===== config.mk =====
export PLATFORM = sky130hd
export DESIGN_NAME = multicycle_control_flat
export DESIGN_NICKNAME = d
export VERILOG_FILES = /design/src/rtl/rv_ctrl_pkg.sv /design/src/rtl/multicycle_control_if.sv /design/src/rtl/alu_decoder.sv /design/src/rtl/multicycle_control.sv /design/src/flat_wrapper.sv
export SDC_FILE = /design/constraint.sdc
export NUM_CORES = 1
export LEC_CHECK = 0
export ABC_AREA = 1
export BUFFER_PORTS_ARGS = -buffer_cell sky130_fd_sc_hd__buf_4
export CORE_ASPECT_RATIO = 1.1
export CORE_UTILIZATION = 50
export DETAILED_ROUTE_END_ITERATION = 7
export PLACE_DENSITY_LB_ADDON = 0.3
export SYNTH_ARGS = -nofsm -noshare
export SYNTH_HDL_FRONTEND = slang
export SYNTH_SLANG_ARGS = --single-unit
export TNS_END_PERCENT = 100

===== constraint.sdc =====
create_clock -name clk -period 3.1 [get_ports clk]
set_input_delay 0.31 -clock clk [delete_from_list [all_inputs] [get_ports clk]]
set_output_delay 0.31 -clock clk [all_outputs]
set_load 0.01 [all_outputs]

===== src/rtl/rv_ctrl_pkg.sv =====
// Shared encodings for the RV32I multi-cycle control path: FSM states, opcodes,
// ALU operation codes, datapath mux selects and the DECODE dispatch helper.
package rv_ctrl_pkg;

    typedef enum logic [3:0] {
        S_FETCH    = 4'd0,
        S_DECODE   = 4'd1,
        S_MEMADR   = 4'd2,
        S_MEMREAD  = 4'd3,
        S_MEMWB    = 4'd4,
        S_MEMWRITE = 4'd5,
        S_EXECR    = 4'd6,
        S_EXECI    = 4'd7,
        S_ALUWB    = 4'd8,
        S_BRANCH   = 4'd9,
        S_JAL      = 4'd10,
        S_LUI      = 4'd11,
        S_TRAP     = 4'd12
    } state_t;

    localparam logic [6:0] OP_RTYPE  = 7'b0110011;
    localparam logic [6:0] OP_ITYPE  = 7'b0010011;
    localparam logic [6:0] OP_LOAD   = 7'b0000011;
    localparam logic [6:0] OP_STORE  = 7'b0100011;
    localparam logic [6:0] OP_BRANCH = 7'b1100011;
    localparam logic [6:0] OP_JAL    = 7'b1101111;
    localparam logic [6:0] OP_LUI    = 7'b0110111;

    localparam logic [2:0] F3_WORD = 3'b010;
    localparam logic [2:0] F3_BEQ  = 3'b000;
    localparam logic [2:0] F3_BNE  = 3'b001;

    typedef enum logic [3:0] {
        ALU_ADD = 4'd0,
        ALU_SUB = 4'd1,
        ALU_AND = 4'd2,
        ALU_OR  = 4'd3,
        ALU_XOR = 4'd4,
        ALU_SLT = 4'd5,
        ALU_SLL = 4'd6,
        ALU_SRL = 4'd7,
        ALU_SRA = 4'd8
    } alu_ctrl_t;

    typedef enum logic [1:0] {
        ALUOP_ADD   = 2'd0,
        ALUOP_SUB   = 2'd1,
        ALUOP_FUNCT = 2'd2
    } alu_op_t;

    localparam logic       ADDR_PC      = 1'b0;
    localparam logic       ADDR_ALUOUT  = 1'b1;

    localparam logic [1:0] PCSRC_ALU    = 2'd0;
    localparam logic [1:0] PCSRC_ALUOUT = 2'd1;

    localparam logic [1:0] RES_ALUOUT   = 2'd0;
    localparam logic [1:0] RES_MEM      = 2'd1;
    localparam logic [1:0] RES_IMM      = 2'd2;
    localparam logic [1:0] RES_PC4      = 2'd3;

    localparam logic [1:0] SRCA_PC      = 2'd0;
    localparam logic [1:0] SRCA_OLDPC   = 2'd1;
    localparam logic [1:0] SRCA_RS1     = 2'd2;

    localparam logic [1:0] SRCB_RS2     = 2'd0;
    localparam logic [1:0] SRCB_IMM     = 2'd1;
    localparam logic [1:0] SRCB_FOUR    = 2'd2;

    // Anything not explicitly supported lands in TRAP.
    function automatic state_t dispatch(input logic [6:0] op, input logic [2:0] f3,
                                        input logic [6:0] f7);
        state_t s;
        s = S_TRAP;
        case (op)
            OP_RTYPE:          if (f7 == 7'b0000000 || f7 == 7'b0100000) s = S_EXECR;
            OP_ITYPE:          s = S_EXECI;
            OP_LOAD, OP_STORE: if (f3 == F3_WORD) s = S_MEMADR;
            OP_BRANCH:         if (f3 == F3_BEQ || f3 == F3_BNE) s = S_BRANCH;
            OP_JAL:            s = S_JAL;
            OP_LUI:            s = S_LUI;
            default:           s = S_TRAP;
        endcase
        return s;
    endfunction

endpackage


===== src/rtl/multicycle_control_if.sv =====
// Bundle between the control FSM and the shared datapath / unified memory port.
interface multicycle_control_if;

    logic [6:0] opcode;
    logic [2:0] funct3;
    logic [6:0] funct7;
    logic       zero;

    // Memory handshake: mem_req is the valid; mem_req, mem_we and addr_src stay
    // stable until the cycle mem_ready is high, which completes the request.
    logic       mem_ready;
    logic       mem_req;
    logic       mem_we;
    logic       addr_src;

    logic       ir_write;
    logic       pc_write;
    logic [1:0] pc_src;
    logic       reg_write;
    logic [1:0] result_src;
    logic [1:0] alu_src_a;
    logic [1:0] alu_src_b;
    logic [3:0] alu_ctrl;

    modport master (
        input  opcode, funct3, funct7, zero, mem_ready,
        output mem_req, mem_we, addr_src, ir_write, pc_write, pc_src,
               reg_write, result_src, alu_src_a, alu_src_b, alu_ctrl
    );

    modport slave (
        output opcode, funct3, funct7, zero, mem_ready,
        input  mem_req, mem_we, addr_src, ir_write, pc_write, pc_src,
               reg_write, result_src, alu_src_a, alu_src_b, alu_ctrl
    );

endinterface


===== src/rtl/alu_decoder.sv =====
// Maps the control-path ALU operation class plus funct fields to an ALU op code.
module alu_decoder
    import rv_ctrl_pkg::*;
(
    input  alu_op_t    alu_op,
    input  logic [2:0] funct3,
    input  logic       funct7_b5,
    input  logic       is_rtype,
    output logic [3:0] alu_ctrl
);

    always_comb begin
        alu_ctrl = ALU_ADD;
        case (alu_op)
            ALUOP_ADD: alu_ctrl = ALU_ADD;
            ALUOP_SUB: alu_ctrl = ALU_SUB;
            ALUOP_FUNCT: begin
                case (funct3)
                    // ADDI never subtracts; imm[10] only means something for shifts.
                    3'b000:  alu_ctrl = (is_rtype && funct7_b5) ? ALU_SUB : ALU_ADD;
                    3'b001:  alu_ctrl = ALU_SLL;
                    // The ALU has no unsigned compare, so SLTU shares the SLT code.
                    3'b010,
                    3'b011:  alu_ctrl = ALU_SLT;
                    3'b100:  alu_ctrl = ALU_XOR;
                    3'b101:  alu_ctrl = funct7_b5 ? ALU_SRA : ALU_SRL;
                    3'b110:  alu_ctrl = ALU_OR;
                    default: alu_ctrl = ALU_AND;
                endcase
            end
            default: alu_ctrl = ALU_ADD;
        endcase
    end

endmodule


===== src/rtl/multicycle_control.sv =====
// Multi-cycle main control FSM for the RV32I core: sequences one instruction at a
// time, drives every datapath enable/select and counts retired instructions.
module multicycle_control
    import rv_ctrl_pkg::*;
#(
    parameter bit RESET_PC_WRITE = 1'b0
) (
    input  logic                 clk,
    input  logic                 reset_n,
    multicycle_control_if.master bus,
    output logic [3:0]           state,
    output logic                 illegal,
    output logic [31:0]          instret
);

    state_t      state_q;
    state_t      state_d;
    logic        boot_q;
    logic        illegal_q;
    logic [31:0] instret_q;
    logic        retire;
    alu_op_t     alu_op;
    logic        is_rtype;
    logic [3:0]  alu_ctrl;

    alu_decoder u_alu_decoder (
        .alu_op    (alu_op),
        .funct3    (bus.funct3),
        .funct7_b5 (bus.funct7[5]),
        .is_rtype  (is_rtype),
        .alu_ctrl  (alu_ctrl)
    );

    always_comb begin
        state_d = state_q;
        retire  = 1'b0;
        case (state_q)
            // The boot cycle loads the reset vector, so no fetch is issued in it.
            S_FETCH:    if (!boot_q && bus.mem_ready) state_d = S_DECODE;
            S_DECODE:   state_d = dispatch(bus.opcode, bus.funct3, bus.funct7);
            S_MEMADR: begin
                if (bus.opcode == OP_LOAD) state_d = S_MEMREAD;
                else                       state_d = S_MEMWRITE;
            end
            S_MEMREAD:  if (bus.mem_ready) state_d = S_MEMWB;
            S_MEMWRITE: begin
                if (bus.mem_ready) begin
                    state_d = S_FETCH;
                    retire  = 1'b1;
                end
            end
            S_EXECR, S_EXECI: state_d = S_ALUWB;
            S_MEMWB, S_ALUWB, S_BRANCH, S_JAL, S_LUI: begin
                state_d = S_FETCH;
                retire  = 1'b1;
            end
            default:    state_d = S_TRAP;
        endcase
    end

    always_ff @(posedge clk or negedge reset_n) begin
        if (!reset_n) begin
            state_q   <= S_FETCH;
            boot_q    <= RESET_PC_WRITE;
            illegal_q <= 1'b0;
            instret_q <= 32'd0;
        end else begin
            state_q <= state_d;
            boot_q  <= 1'b0;
            if (state_d == S_TRAP) illegal_q <= 1'b1;
            if (retire)            instret_q <= instret_q + 32'd1;
        end
    end

    always_comb begin
        bus.mem_req    = 1'b0;
        bus.mem_we     = 1'b0;
        bus.addr_src   = ADDR_PC;
        bus.ir_write   = 1'b0;
        bus.pc_write   = 1'b0;
        bus.pc_src     = PCSRC_ALU;
        bus.reg_write  = 1'b0;
        bus.result_src = RES_ALUOUT;
        bus.alu_src_a  = SRCA_PC;
        bus.alu_src_b  = SRCB_RS2;
        alu_op         = ALUOP_ADD;
        is_rtype       = 1'b0;
        case (state_q)
            S_FETCH: begin
                bus.mem_req   = !boot_q;
                bus.ir_write  = !boot_q && bus.mem_ready;
                bus.pc_write  = boot_q || bus.mem_ready;
                bus.alu_src_b = SRCB_FOUR;
            end
            S_DECODE: begin
                bus.alu_src_a = SRCA_OLDPC;
                bus.alu_src_b = SRCB_IMM;
            end
            S_MEMADR: begin
                bus.alu_src_a = SRCA_RS1;
                bus.alu_src_b = SRCB_IMM;
            end
            S_MEMREAD: begin
                bus.mem_req  = 1'b1;
                bus.addr_src = ADDR_ALUOUT;
            end
            S_MEMWB: begin
                bus.reg_write  = 1'b1;
                bus.result_src = RES_MEM;
            end
            S_MEMWRITE: begin
                bus.mem_req  = 1'b1;
                bus.mem_we   = 1'b1;
                bus.addr_src = ADDR_ALUOUT;
            end
            S_EXECR: begin
                bus.alu_src_a = SRCA_RS1;
                bus.alu_src_b = SRCB_RS2;
                alu_op        = ALUOP_FUNCT;
                is_rtype      = 1'b1;
            end
            S_EXECI: begin
                bus.alu_src_a = SRCA_RS1;
                bus.alu_src_b = SRCB_IMM;
                alu_op        = ALUOP_FUNCT;
            end
            S_ALUWB: bus.reg_write = 1'b1;
            S_BRANCH: begin
                bus.alu_src_a = SRCA_RS1;
                bus.alu_src_b = SRCB_RS2;
                alu_op        = ALUOP_SUB;
                bus.pc_src    = PCSRC_ALUOUT;
                bus.pc_write  = ((bus.funct3 == F3_BEQ) && bus.zero) ||
                                ((bus.funct3 == F3_BNE) && !bus.zero);
            end
            S_JAL: begin
                bus.reg_write  = 1'b1;
                bus.result_src = RES_PC4;
                bus.pc_write   = 1'b1;
                bus.pc_src     = PCSRC_ALUOUT;
            end
            S_LUI: begin
                bus.reg_write  = 1'b1;
                bus.result_src = RES_IMM;
            end
            default: ;
        endcase
        // Reset abandons any transaction in flight: nothing may write while held.
        if (!reset_n) begin
            bus.mem_req   = 1'b0;
            bus.mem_we    = 1'b0;
            bus.ir_write  = 1'b0;
            bus.pc_write  = 1'b0;
            bus.reg_write = 1'b0;
        end
    end

    assign bus.alu_ctrl = alu_ctrl;
    assign state        = state_q;
    assign illegal      = illegal_q;
    assign instret      = instret_q;

endmodule

===== src/flat_wrapper.sv =====
// flat-port wrapper written by rule: the top's interface ports become plain ports
module multicycle_control_flat import rv_ctrl_pkg::*;
#(
    parameter bit RESET_PC_WRITE = 1'b0
)
  (clk, reset_n, state, illegal, instret, bus_opcode, bus_funct3, bus_funct7, bus_zero, bus_mem_ready, bus_mem_req, bus_mem_we, bus_addr_src, bus_ir_write, bus_pc_write, bus_pc_src, bus_reg_write, bus_result_src, bus_alu_src_a, bus_alu_src_b, bus_alu_ctrl);
  multicycle_control_if bus_i ();
  input  logic clk;
  input  logic reset_n;
  output logic [3:0] state;
  output logic illegal;
  output logic [31:0] instret;
  input wire logic [$bits(bus_i.opcode)-1:0] bus_opcode;
  input wire logic [$bits(bus_i.funct3)-1:0] bus_funct3;
  input wire logic [$bits(bus_i.funct7)-1:0] bus_funct7;
  input wire logic [$bits(bus_i.zero)-1:0] bus_zero;
  input wire logic [$bits(bus_i.mem_ready)-1:0] bus_mem_ready;
  output wire logic [$bits(bus_i.mem_req)-1:0] bus_mem_req;
  output wire logic [$bits(bus_i.mem_we)-1:0] bus_mem_we;
  output wire logic [$bits(bus_i.addr_src)-1:0] bus_addr_src;
  output wire logic [$bits(bus_i.ir_write)-1:0] bus_ir_write;
  output wire logic [$bits(bus_i.pc_write)-1:0] bus_pc_write;
  output wire logic [$bits(bus_i.pc_src)-1:0] bus_pc_src;
  output wire logic [$bits(bus_i.reg_write)-1:0] bus_reg_write;
  output wire logic [$bits(bus_i.result_src)-1:0] bus_result_src;
  output wire logic [$bits(bus_i.alu_src_a)-1:0] bus_alu_src_a;
  output wire logic [$bits(bus_i.alu_src_b)-1:0] bus_alu_src_b;
  output wire logic [$bits(bus_i.alu_ctrl)-1:0] bus_alu_ctrl;
  assign bus_i.opcode = bus_opcode;
  assign bus_i.funct3 = bus_funct3;
  assign bus_i.funct7 = bus_funct7;
  assign bus_i.zero = bus_zero;
  assign bus_i.mem_ready = bus_mem_ready;
  assign bus_mem_req = bus_i.mem_req;
  assign bus_mem_we = bus_i.mem_we;
  assign bus_addr_src = bus_i.addr_src;
  assign bus_ir_write = bus_i.ir_write;
  assign bus_pc_write = bus_i.pc_write;
  assign bus_pc_src = bus_i.pc_src;
  assign bus_reg_write = bus_i.reg_write;
  assign bus_result_src = bus_i.result_src;
  assign bus_alu_src_a = bus_i.alu_src_a;
  assign bus_alu_src_b = bus_i.alu_src_b;
  assign bus_alu_ctrl = bus_i.alu_ctrl;
  multicycle_control #(.RESET_PC_WRITE(RESET_PC_WRITE)) u_core (.clk(clk), .reset_n(reset_n), .bus(bus_i), .state(state), .illegal(illegal), .instret(instret));
endmodule

==> results of run 1 <==
-- worst max-delay path by stage --
stage | endpoint
detailed placement | bus_alu_ctrl[1]
CTS | bus_alu_ctrl[1]
global placement | bus_alu_ctrl[1]
finish | bus_alu_ctrl[1]
floorplan | bus_alu_ctrl[1]
global route | bus_alu_ctrl[1]
-- area by class of cell --
type / count / area (sq um) / area share, %
clock buffer: 8 / 80.1 / 2.31
inverter: 59 / 221 / 6.38
multi-input combinational: 326 / 1590 / 45.7
sequential: 37 / 926 / 26.7
tap: 75 / 93.8 / 2.70
timing repair buffer: 75 / 566 / 16.3
-- state kept, by name, indices dropped and copies added (netlist names) --
name,flops
u_core.state,4
u_core.instret,32
u_core.illegal,1
-- layout by cell type (no fill, tap or decap), types with 2 or more instances in the layout --
| cell type | n |
|---|---|
| buf_4 | 74 |
| nand3_1 | 25 |
| nor2_2 | 7 |
| clkbuf_1 | 3 |
| nand2_4 | 3 |
| ha_1 | 3 |
| nand2_1 | 145 |
| nand3b_1 | 5 |
| nand2_2 | 2 |
| a21oi_1 | 4 |
| a311oi_1 | 2 |
| xnor2_1 | 6 |
| inv_2 | 6 |
| a31oi_1 | 2 |
| nor2_4 | 2 |
| clkbuf_8 | 5 |
| o2111ai_1 | 2 |
| inv_1 | 53 |
| nand4_1 | 4 |
| nor2_1 | 65 |
| nor3_1 | 14 |
| nor3_2 | 4 |
| o21ai_0 | 6 |
| dfrtp_1 | 37 |
| xor2_1 | 16 |
| o21ai_1 | 2 |
-- logic make-up (layout without fill, tap and decap cells) --
group	after synthesis	count (layout)
other cells	1	1
simple gates	278	278
compound gates	22	22
flops	37	37
buf+inv	63	142
xor+xnor	22	22
fa+ha+maj	3	3
-- power breakdown --
part	switching (mW)	internal [mW]
combinational	0.0376	0.0276
clock	0.164	0.160
sequential	0.00254	0.485
total	0.204	0.672
-- through the flow --
| step | hold slack, ns | total power, mW |
|---|---|---|
| finish | 0.306 | 0.876 |
| floorplan | 0.0144 | 0.520 |
| global placement | 0.299 | 0.560 |
| CTS | 0.304 | 0.880 |
| global route | 0.319 | 0.910 |
| detailed placement | 0.301 | 0.561 |
-- routing by layer --
| metal | vias up | track usage (%) |
|---|---|---|
| li1 | 1486 | - |
| met1 | 1315 | 29.8 |
| met2 | 110 | 45.3 |
| met3 | 19 | 5.18 |
| met4 | 0 | 9.80 |
| met5 | - | 0 |
==> impl_metrics.env, run 1 <==
export IMPL_yosysSeqAreaShare_pct=33.5
export IMPL_ys_seq_elements=37
export IMPL_p_per_area_nw_per_um2=252
export IMPL_min_period_ns=2.31
export IMPL_synth_most_common_cell="nand2_1"
export IMPL_clk_pin_slew_ns=0.06
export IMPL_fp_dieH_um=79.9
export IMPL_synthMuxAreaShare_pct=0
export IMPL_synth_cell_types=33
export IMPL_min_path_cells=2
export IMPL_synth_fa_ha_area_share_pct=1.36
export IMPL_cts_sinks=37
export IMPL_status="completed"
export IMPL_synth_nets=450
export IMPL_endpoint_kind="output pin"
export IMPL_synthSimpleGateAreaFrac_pct=43.9
export IMPL_track_usage_pct=25.5
export IMPL_nets=528
export IMPL_rsz0062_at_grt="false"
export IMPL_place_congestion=0.898
export IMPL_p_leak_nw=1.78
export IMPL_final_setup_skew_ns=0.00640
export IMPL_worst_setup_path_start_kind="register"
export IMPL_post_route_util_pct=64.8
export IMPL_synth_ff_type="dfrtp_1"
export IMPL_async_reset_ff_share_pct=100
export IMPL_wl_met2_um=3550
export IMPL_drt_first_pass_iters=5
export IMPL_whs_endpoint="u_core.state[0]"
export IMPL_grt_start_max_net_pins=39
export IMPL_maxSlewHeadroom_pct=55.6
export IMPL_rrSetupSlack_ns=1.26
export IMPL_drt_iter0_drc=233
export IMPL_cts_hold_fix_buffers=1
export IMPL_routedWlPerCell_um=12.0
export IMPL_clockRootBuffer="clkbuf_8"
export IMPL_avgSynthCellArea_sq_um=6.48
export IMPL_min_path_type="in2reg"
export IMPL_setup_tns_ns=0
export IMPL_cts_buffers=5
export IMPL_worstSetupPathType="reg2out"
export IMPL_synth_top_family_by_area="simple AND/OR/NAND/NOR gates"
export IMPL_cts_htree_levels=2
export IMPL_min_period_over_period_pct=74.7
export IMPL_r2r_start="u_core.state[2]"
export IMPL_finalSetupViolations=0
export IMPL_port_buffers=74
export IMPL_fin_ws_ns=0.786
export IMPL_wl_met3_um=374
export IMPL_max_freq_ghz=0.432
export IMPL_via_count=2930
export IMPL_cp_top_family="flip-flops"
export IMPL_cp_common_cell="inv_2"
export IMPL_grt_pass1_wl_um=11700
export IMPL_worstSkewPairLatency_ns=0.29
export IMPL_yosys_area_top_type="dfrtp_1"
export IMPL_slowest_delay_ns=0.46
export IMPL_hold_start="bus_mem_ready"
export IMPL_post_dp_hpwl_um=5560
export IMPL_grt_ovfl_total=0
export IMPL_synth_compound_area_share_pct=5.07
export IMPL_clockBufferDepth=2
export IMPL_drive_gt1_share_pct=20.4
export IMPL_fin_cells=580
export IMPL_initial_core_util_pct=51.5
export IMPL_path_cells="inv_2, nor2_2, inv_2, nor2_1, inv_1, ha_1, a311oi_1, buf_4"
export IMPL_n_antenna_cell=0
export IMPL_syn_to_final_growth_pct=25.7
export IMPL_path_buf_inv=4
export IMPL_via_per_inst=5.05
export IMPL_ios=76
export IMPL_place_area_sq_um=3380
export IMPL_maxCapViolations=0
export IMPL_drc=0
export IMPL_synth_top_area_share_pct=33.5
export IMPL_cpMaxStageDelayCell="dfrtp_1"
export IMPL_ys_top_cells_by_count="nand2_1 (145), nor2_1 (65), inv_1 (53), dfrtp_1 (37), nand3_1 (25)"
export IMPL_syn_inst=426
export IMPL_maxSlewViolCount=0
export IMPL_detail_route_antenna_nets=0
export IMPL_synth_edf_count=0
export IMPL_syn_area_sq_um=2760
export IMPL_cts_tree="yes"
export IMPL_stdcell_area_sq_um=3470
export IMPL_worstPathMaxFanout=5
export IMPL_totalWireLength_um=6980
export IMPL_placedCellCount=571
export IMPL_top_layer="met4"
export IMPL_reg2regPathDepth=9
export IMPL_antenna_found_initial=0
export IMPL_synth_area_leaders="dfrtp_1 (34%), nand2_1 (20%), nor2_1 (8.8%), inv_1 (7.2%), xor2_1 (5.1%)"
export IMPL_crit_cells=8
export IMPL_fillers=532
export IMPL_pre_cts_slack_ns=1.09
export IMPL_worst_pin_slew_ns=0.665
export IMPL_wirelength_met1_um=2840
export IMPL_final_hold_viol_count=0
export IMPL_grt_pass1_vias=2720
export IMPL_ys_warn_count=0
export IMPL_post_cts_buffers=0
export IMPL_r2r_end="u_core.instret[16]"
export IMPL_crit_start="u_core.state[3]"
export IMPL_max_vdd_ir_drop_mv=0.130
export IMPL_die_width_um=72.9
export IMPL_rows=28
export IMPL_fp_dieArea_sq_um=5820
export IMPL_crit_arrival_ns=2.00
export IMPL_worst_ep_required_time_ns=2.79
export IMPL_synth_xor_area_share_pct=6.98
export IMPL_core_area_sq_um=5360
export IMPL_postCtsResizedCells=0
Note: power is estimated with default switching activity, not from simulation.
==> inputs of run 2 (changes only) <==
- clock period: 3.1 -> 2.29 ns (I/O delays scaled with it)
==> run 2 against run 1 <==
  * Largest cell class unchanged
  * Critical endpoint is now bus_alu_ctrl[2]
  * Count of clock-buffer cells in the layout shrank 2
  * Sequential share of layout area shrank 0.050 points
  * Largest power group unchanged
  * Non-clock buffer count grew 1
  * The run now ends with negative hold slack left
  * Total power increased by 36%
==> impl_metrics.env, run 2 (synthesis gave the netlist of run 1 again) <==
export IMPL_status="finished with violations"
export IMPL_violations="negative hold slack"
export IMPL_syn_to_final_growth_pct=26.1
export IMPL_drc=0
export IMPL_finalSetupViolations=0
export IMPL_cts_tree="yes"
export IMPL_fp_dieH_um=79.9
export IMPL_worstPathMaxFanout=8
export IMPL_worstSetupPathType="reg2out"
export IMPL_antenna_found_initial=0
export IMPL_power_frac_comb_pct=7.5
export IMPL_path_cells="inv_2, nand2_1, nor2_2, inv_1, ha_1, a311oi_1, buf_4"
export IMPL_worst_pin_slew_ns=0.492
export IMPL_post_dp_hpwl_um=5570
export IMPL_post_route_util_pct=65.0
export IMPL_cpMaxStageDelayCell="dfrtp_1"
export IMPL_cts_buffers=5
export IMPL_max_vdd_ir_drop_mv=0.212
export IMPL_reg2regPathDepth=10
export IMPL_clockBufferDepth=2
export IMPL_maxSlewHeadroom_pct=67.0
export IMPL_swShare_pct=24.2
export IMPL_via_per_inst=5.04
export IMPL_fp_dieArea_sq_um=5820
export IMPL_p_per_area_nw_per_um2=342
export IMPL_port_buffers=74
export IMPL_core_area_sq_um=5360
export IMPL_max_freq_ghz=0.469
export IMPL_largest_reg_flops=32
export IMPL_drt_first_pass_iters=5
export IMPL_ios=76
export IMPL_clockRootBuffer="clkbuf_8"
export IMPL_fin_ws_ns=0.157
export IMPL_p_leak_nw=1.79
export IMPL_min_period_over_period_pct=93.1
export IMPL_place_area_sq_um=3400
export IMPL_maxSlewViolCount=0
export IMPL_pre_cts_slack_ns=0.382
export IMPL_grt_ovfl_total=0
export IMPL_min_path_type="in2async"
export IMPL_n_antenna_cell=0
export IMPL_power_net_switching_uw=289
export IMPL_track_usage_pct=25.8
export IMPL_grt_pass1_vias=2753
export IMPL_drt_iter0_drc=167
export IMPL_worstSkewPairLatency_ns=0.29
export IMPL_mostFrequentLayoutCell="nand2_1"
export IMPL_rsz0062_at_grt="false"
export IMPL_final_hold_viol_count=14
export IMPL_p_seq_share_pct=55.2
export IMPL_power_total_mw=1.19
export IMPL_fin_cells=581
export IMPL_grt_pass1_wl_um=11700
export IMPL_final_setup_skew_ns=0.00566
export IMPL_endpoint_kind="output pin"
export IMPL_cts_htree_levels=2
export IMPL_crit_arrival_ns=1.90
export IMPL_rows=28
export IMPL_initial_core_util_pct=51.5
export IMPL_clkPwrFrac_pct=37.2
export IMPL_totalWireLength_um=6960
export IMPL_intPower_uw=904
export IMPL_cts_sinks=37
export IMPL_final_cell_mix="nand2_1 (145), buf_4 (76), nor2_1 (64)"
export IMPL_die_width_um=72.9
export IMPL_maxCapViolations=0
export IMPL_slowest_delay_ns=0.47
export IMPL_stdcell_area_sq_um=3480
export IMPL_via_count=2931
export IMPL_worst_setup_path_start_kind="register"
export IMPL_grt_start_max_net_pins=38
export IMPL_place_congestion=0.909
export IMPL_placedCellCount=573
export IMPL_routedWlPerCell_um=12.0
export IMPL_min_period_ns=2.13
export IMPL_worst_ep_required_time_ns=2.06
export IMPL_detail_route_antenna_nets=0
export IMPL_drive_gt1_share_pct=21.5
export IMPL_whs_ns=-0.0120
export IMPL_setup_tns_ns=0
export IMPL_clk_pin_slew_ns=0.07
export IMPL_nets=529
-- run 2: critical path, delay by kind of cell (launching register included) --
| kind | cells | cell delay [ns] |
|---|---|---|
| buffers and inverters | 3 | 0.34 |
| adders and majority gates | 1 | 0.33 |
| DFF | 1 | 0.47 |
| and+or+nand+nor | 2 | 0.26 |
| AOI/OAI and AO/OA | 1 | 0.21 |
-- run 2: worst paths after layout --
kind / startpoint / end / slack (ns)
max in group asynchronous: reset_n / u_core.state[3] / 1.94
min in group clk: bus_mem_ready / u_core.state[0] / 0.22
setup / recovery: u_core.state[1] / bus_alu_ctrl[2] / 0.16
hold reg to reg: u_core.illegal / u_core.illegal / 0.48
setup reg to reg: u_core.state[1] / u_core.instret[21] / 0.43
hold / removal: reset_n / u_core.instret[18] / -0.01
-- run 2: metal layers --
layer  vias up  GRT usage [%]  wire length, um
met5         -              0                0
met4         0           12.0              228
met3        22           4.92              364
met2        94           46.2             3480
met1      1328           29.1             2880
li1       1487              -                -
-- run 2: repair_timing --
item | in CTS | in global routing
hold buffers | 0 | 0
setup endpoints to repair | 0 | 2
gates resized for setup | 0 | 2
setup buffers | 0 | 0
-- run 2: area by class of cell --
| type | count | area (sq um) |
|---|---|---|
| clock buffer | 6 | 72.6 |
| clock inverter | 2 | 10.0 |
| fill | 508 | 1880 |
| inverter | 59 | 221 |
| multi-input combinational | 326 | 1590 |
| sequential | 37 | 927 |
| tap | 75 | 93.8 |
| timing repair buffer | 76 | 571 |
-- run 2: power by group through the flow --
stage | clock (mW) | combinational (mW) | sequential, mW
6_report | 0.444 | 0.0900 | 0.659
5_1_grt | 0.480 | 0.102 | 0.659
4_1_cts | 0.459 | 0.0909 | 0.658
3_5_place_dp | 0 | 0.0908 | 0.671
3_3_place_gp | 0 | 0.0886 | 0.672
2_1_floorplan | 0 | 0.0319 | 0.673
==> inputs of run 3 (changes only) <==
- ABC_AREA: 1 -> not set
- CTS_CLUSTER_DIAMETER: not set -> 40
==> run 3 against run 2 <==
  * The run now ends clean
  * Sequential power increased by 36%
  * Clock skew increased by 0.0041 ns
  * Register-to-register slack got worse by 0.03 ns
  * First-iteration DRC count decreased by 40%
  * Area after synthesis decreased by 8.1%
  * Die area decreased by 7.9%
  * Highest routed layer unchanged
==> impl_metrics.env, run 3 <==
export IMPL_maxSlewViolCount=0
export IMPL_avgSynthCellArea_sq_um=9.23
export IMPL_drc=0
export IMPL_detail_route_antenna_nets=0
export IMPL_drt_iter0_drc=100
export IMPL_crit_cells=6
export IMPL_min_path_type="in2reg"
export IMPL_final_setup_skew_ns=0.00977
export IMPL_worst_pin_slew_ns=0.749
export IMPL_routedWlPerCell_um=15.0
export IMPL_rrSetupSlack_ns=0.40
export IMPL_worstSetupPathType="reg2out"
export IMPL_synth_ff_type="dfrtp_1"
export IMPL_cts_buffers=5
export IMPL_path_buf_inv=1
export IMPL_synth_most_common_cell="dfrtp_1"
export IMPL_syn_inst=275
export IMPL_drt_first_pass_iters=4
export IMPL_r2r_end="u_core.instret[21]"
export IMPL_die_width_um=69.9
export IMPL_ios=76
export IMPL_p_leak_nw=1.58
export IMPL_fin_cells=403
export IMPL_clockBufferDepth=2
export IMPL_endpoint_kind="output pin"
export IMPL_whs_ns=0.258
export IMPL_fp_dieH_um=76.7
export IMPL_rsz0062_at_grt="false"
export IMPL_path_cells="nor2b_1, nand2_1, ha_1, nand2b_1, a211oi_1, buf_4"
export IMPL_grt_ovfl_total=0
export IMPL_final_hold_viol_count=0
export IMPL_reg2regPathDepth=4
export IMPL_synth_cell_types=50
export IMPL_yosysSeqAreaShare_pct=36.5
export IMPL_cp_top_family="flip-flops"
export IMPL_cts_htree_levels=2
export IMPL_max_vdd_ir_drop_mv=0.669
export IMPL_place_congestion=0.829
export IMPL_pre_cts_slack_ns=0.295
export IMPL_synth_edf_count=0
export IMPL_yosys_area_top_type="dfrtp_1"
export IMPL_max_freq_ghz=0.468
export IMPL_finalSetupViolations=0
export IMPL_worstSkewPairLatency_ns=0.29
export IMPL_final_cell_mix="buf_4 (80), dfrtp_1 (33), xor2_1 (29)"
export IMPL_synth_top_area_share_pct=36.5
export IMPL_via_per_inst=5.70
export IMPL_crit_start="u_core.state[1]"
export IMPL_min_period_over_period_pct=93.3
export IMPL_placedCellCount=394
export IMPL_slowest_delay_ns=0.47
export IMPL_worstPathMaxFanout=9
export IMPL_mostFrequentLayoutCell="buf_4"
export IMPL_rows=26
export IMPL_ys_seq_elements=37
export IMPL_status="completed"
export IMPL_port_buffers=74
export IMPL_initial_core_util_pct=53.5
export IMPL_post_dp_hpwl_um=4520
export IMPL_grt_pass1_wl_um=10100
export IMPL_stdcell_area_sq_um=3230
export IMPL_totalWireLength_um=6030
export IMPL_clockRootBuffer="clkbuf_8"
export IMPL_r2r_start="u_core.state[2]"
export IMPL_p_per_area_nw_per_um2=742
export IMPL_setup_tns_ns=0
export IMPL_grt_start_max_net_pins=23
export IMPL_min_period_ns=2.14
export IMPL_syn_area_sq_um=2540
export IMPL_drive_gt1_share_pct=31.7
export IMPL_synth_area_leaders="dfrtp_1 (36%), xor2_1 (10%), nand2_1 (4.0%), nor3_2 (3.2%), nor4_1 (3.0%)"
export IMPL_grt_pass1_vias=2155
export IMPL_fp_dieArea_sq_um=5370
export IMPL_largest_reg_flops=32
export IMPL_ys_warn_count=0
export IMPL_core_area_sq_um=4750
export IMPL_maxSlewHeadroom_pct=49.9
export IMPL_fin_ws_ns=0.154
export IMPL_via_count=2298
export IMPL_nets=370
export IMPL_cts_sinks=37
export IMPL_setup_worst_path_end="bus_alu_ctrl[2]"
export IMPL_antenna_found_initial=0
export IMPL_track_usage_pct=23.1
export IMPL_crit_arrival_ns=1.91
export IMPL_clk_pin_slew_ns=0.07
export IMPL_cpMaxStageDelayCell="dfrtp_2"
export IMPL_syn_to_final_growth_pct=27.3
export IMPL_n_antenna_cell=0
export IMPL_worst_setup_path_start_kind="register"
export IMPL_worst_ep_required_time_ns=2.06
export IMPL_synth_nets=299
export IMPL_cts_tree="yes"
export IMPL_maxCapViolations=0
export IMPL_async_reset_ff_share_pct=100
export IMPL_ys_top_cells_by_count="dfrtp_1 (37), xor2_1 (29), nand2_1 (27), nor4_1 (12)"
export IMPL_place_area_sq_um=3120
[run 3: changes by cell type in the layout (fill, tap and decap cells not counted), sizes merged, moves of 12 or more]
cell   previous run  this run
inv              59         8
nor3b             0        12
xor2             16        29
nor2             74        10
nand2           150        27
nand3            25         5
[run 3: where the power goes]
group	switching [mW]	internal, mW
registers	0.151	0.747
clock network	0.229	0.215
logic	0.553	0.501
total	0.934	1.46
[run 3: cell type report]
| class | count | area [sq um] |
|---|---|---|
| fillers | 391 | 1520 |
| multi-input cells | 213 | 1510 |
| flip-flops and latches | 37 | 931 |
| repair buffers | 81 | 611 |
| clock buffers | 7 | 76.3 |
| well taps | 56 | 70.1 |
| inverters | 8 | 30.0 |
| clock inverters | 1 | 7.51 |
[run 3: timing repair]
| action | in CTS | in global routing |
|---|---|---|
| setup endpoints to repair | 0 | 3 |
| hold buffers | 1 | 0 |
| resized for setup | 0 | 6 |
| setup buffers | 0 | 0 |
| endpoints found under the hold margin | 15 | 0 |
[run 3: cell families (layout without fill, tap and decap cells)]
group | count (synthesis) | in the layout | share of synthesized area [%]
and+or+nand+nor | 141 | 141 | 35.8
buffers and inverters | 25 | 97 | 4.58
AOI/OAI and AO/OA | 33 | 33 | 9.32
adders and majority gates | 3 | 3 | 1.48
other | 1 | 1 | 0.148
xor gates and xnor gates | 34 | 34 | 11.7
DFF | 37 | 37 | 36.5
muxes | 1 | 1 | 0.444
[run 3: through the flow]
stage	utilization (%)	total power, mW
3_3_place_gp	65.8	1.92
4_1_cts	67.7	2.39
5_1_grt	68.0	2.55
3_5_place_dp	65.8	1.94
6_report	68.0	2.40
2_1_floorplan	-	1.52
[run 3: worst min path at each step]
stage                  start                 end  slack, ns  depth (start not counted)
2_1_floorplan        reset_n      u_core.illegal      -0.07                          0
3_3_place_gp         reset_n  u_core.instret[30]       0.12                          1
3_5_place_dp         reset_n  u_core.instret[30]       0.12                          1
4_1_cts        bus_opcode[3]     u_core.state[0]       0.25                          4
5_1_grt        bus_opcode[3]     u_core.state[0]       0.26                          4
6_report       bus_opcode[3]     u_core.state[0]       0.26                          4
[run 3: metal layers]
metal  vias up  wire length, um  global-route usage [%]
li1       1125                -                       -
met1      1107             2780                    31.8
met3         6              249                    3.94
met5         -                0                       0
met2        60             2930                    37.4
met4         0               71                    6.60
[run 3: worst register-to-register path, cell delays in order, from the launching register on]
cell and delay, ns:
dfrtp_2 0.49, nor3b_4 0.31, a41oi_4 0.39, nor4_1 0.43
xor2_1 0.20
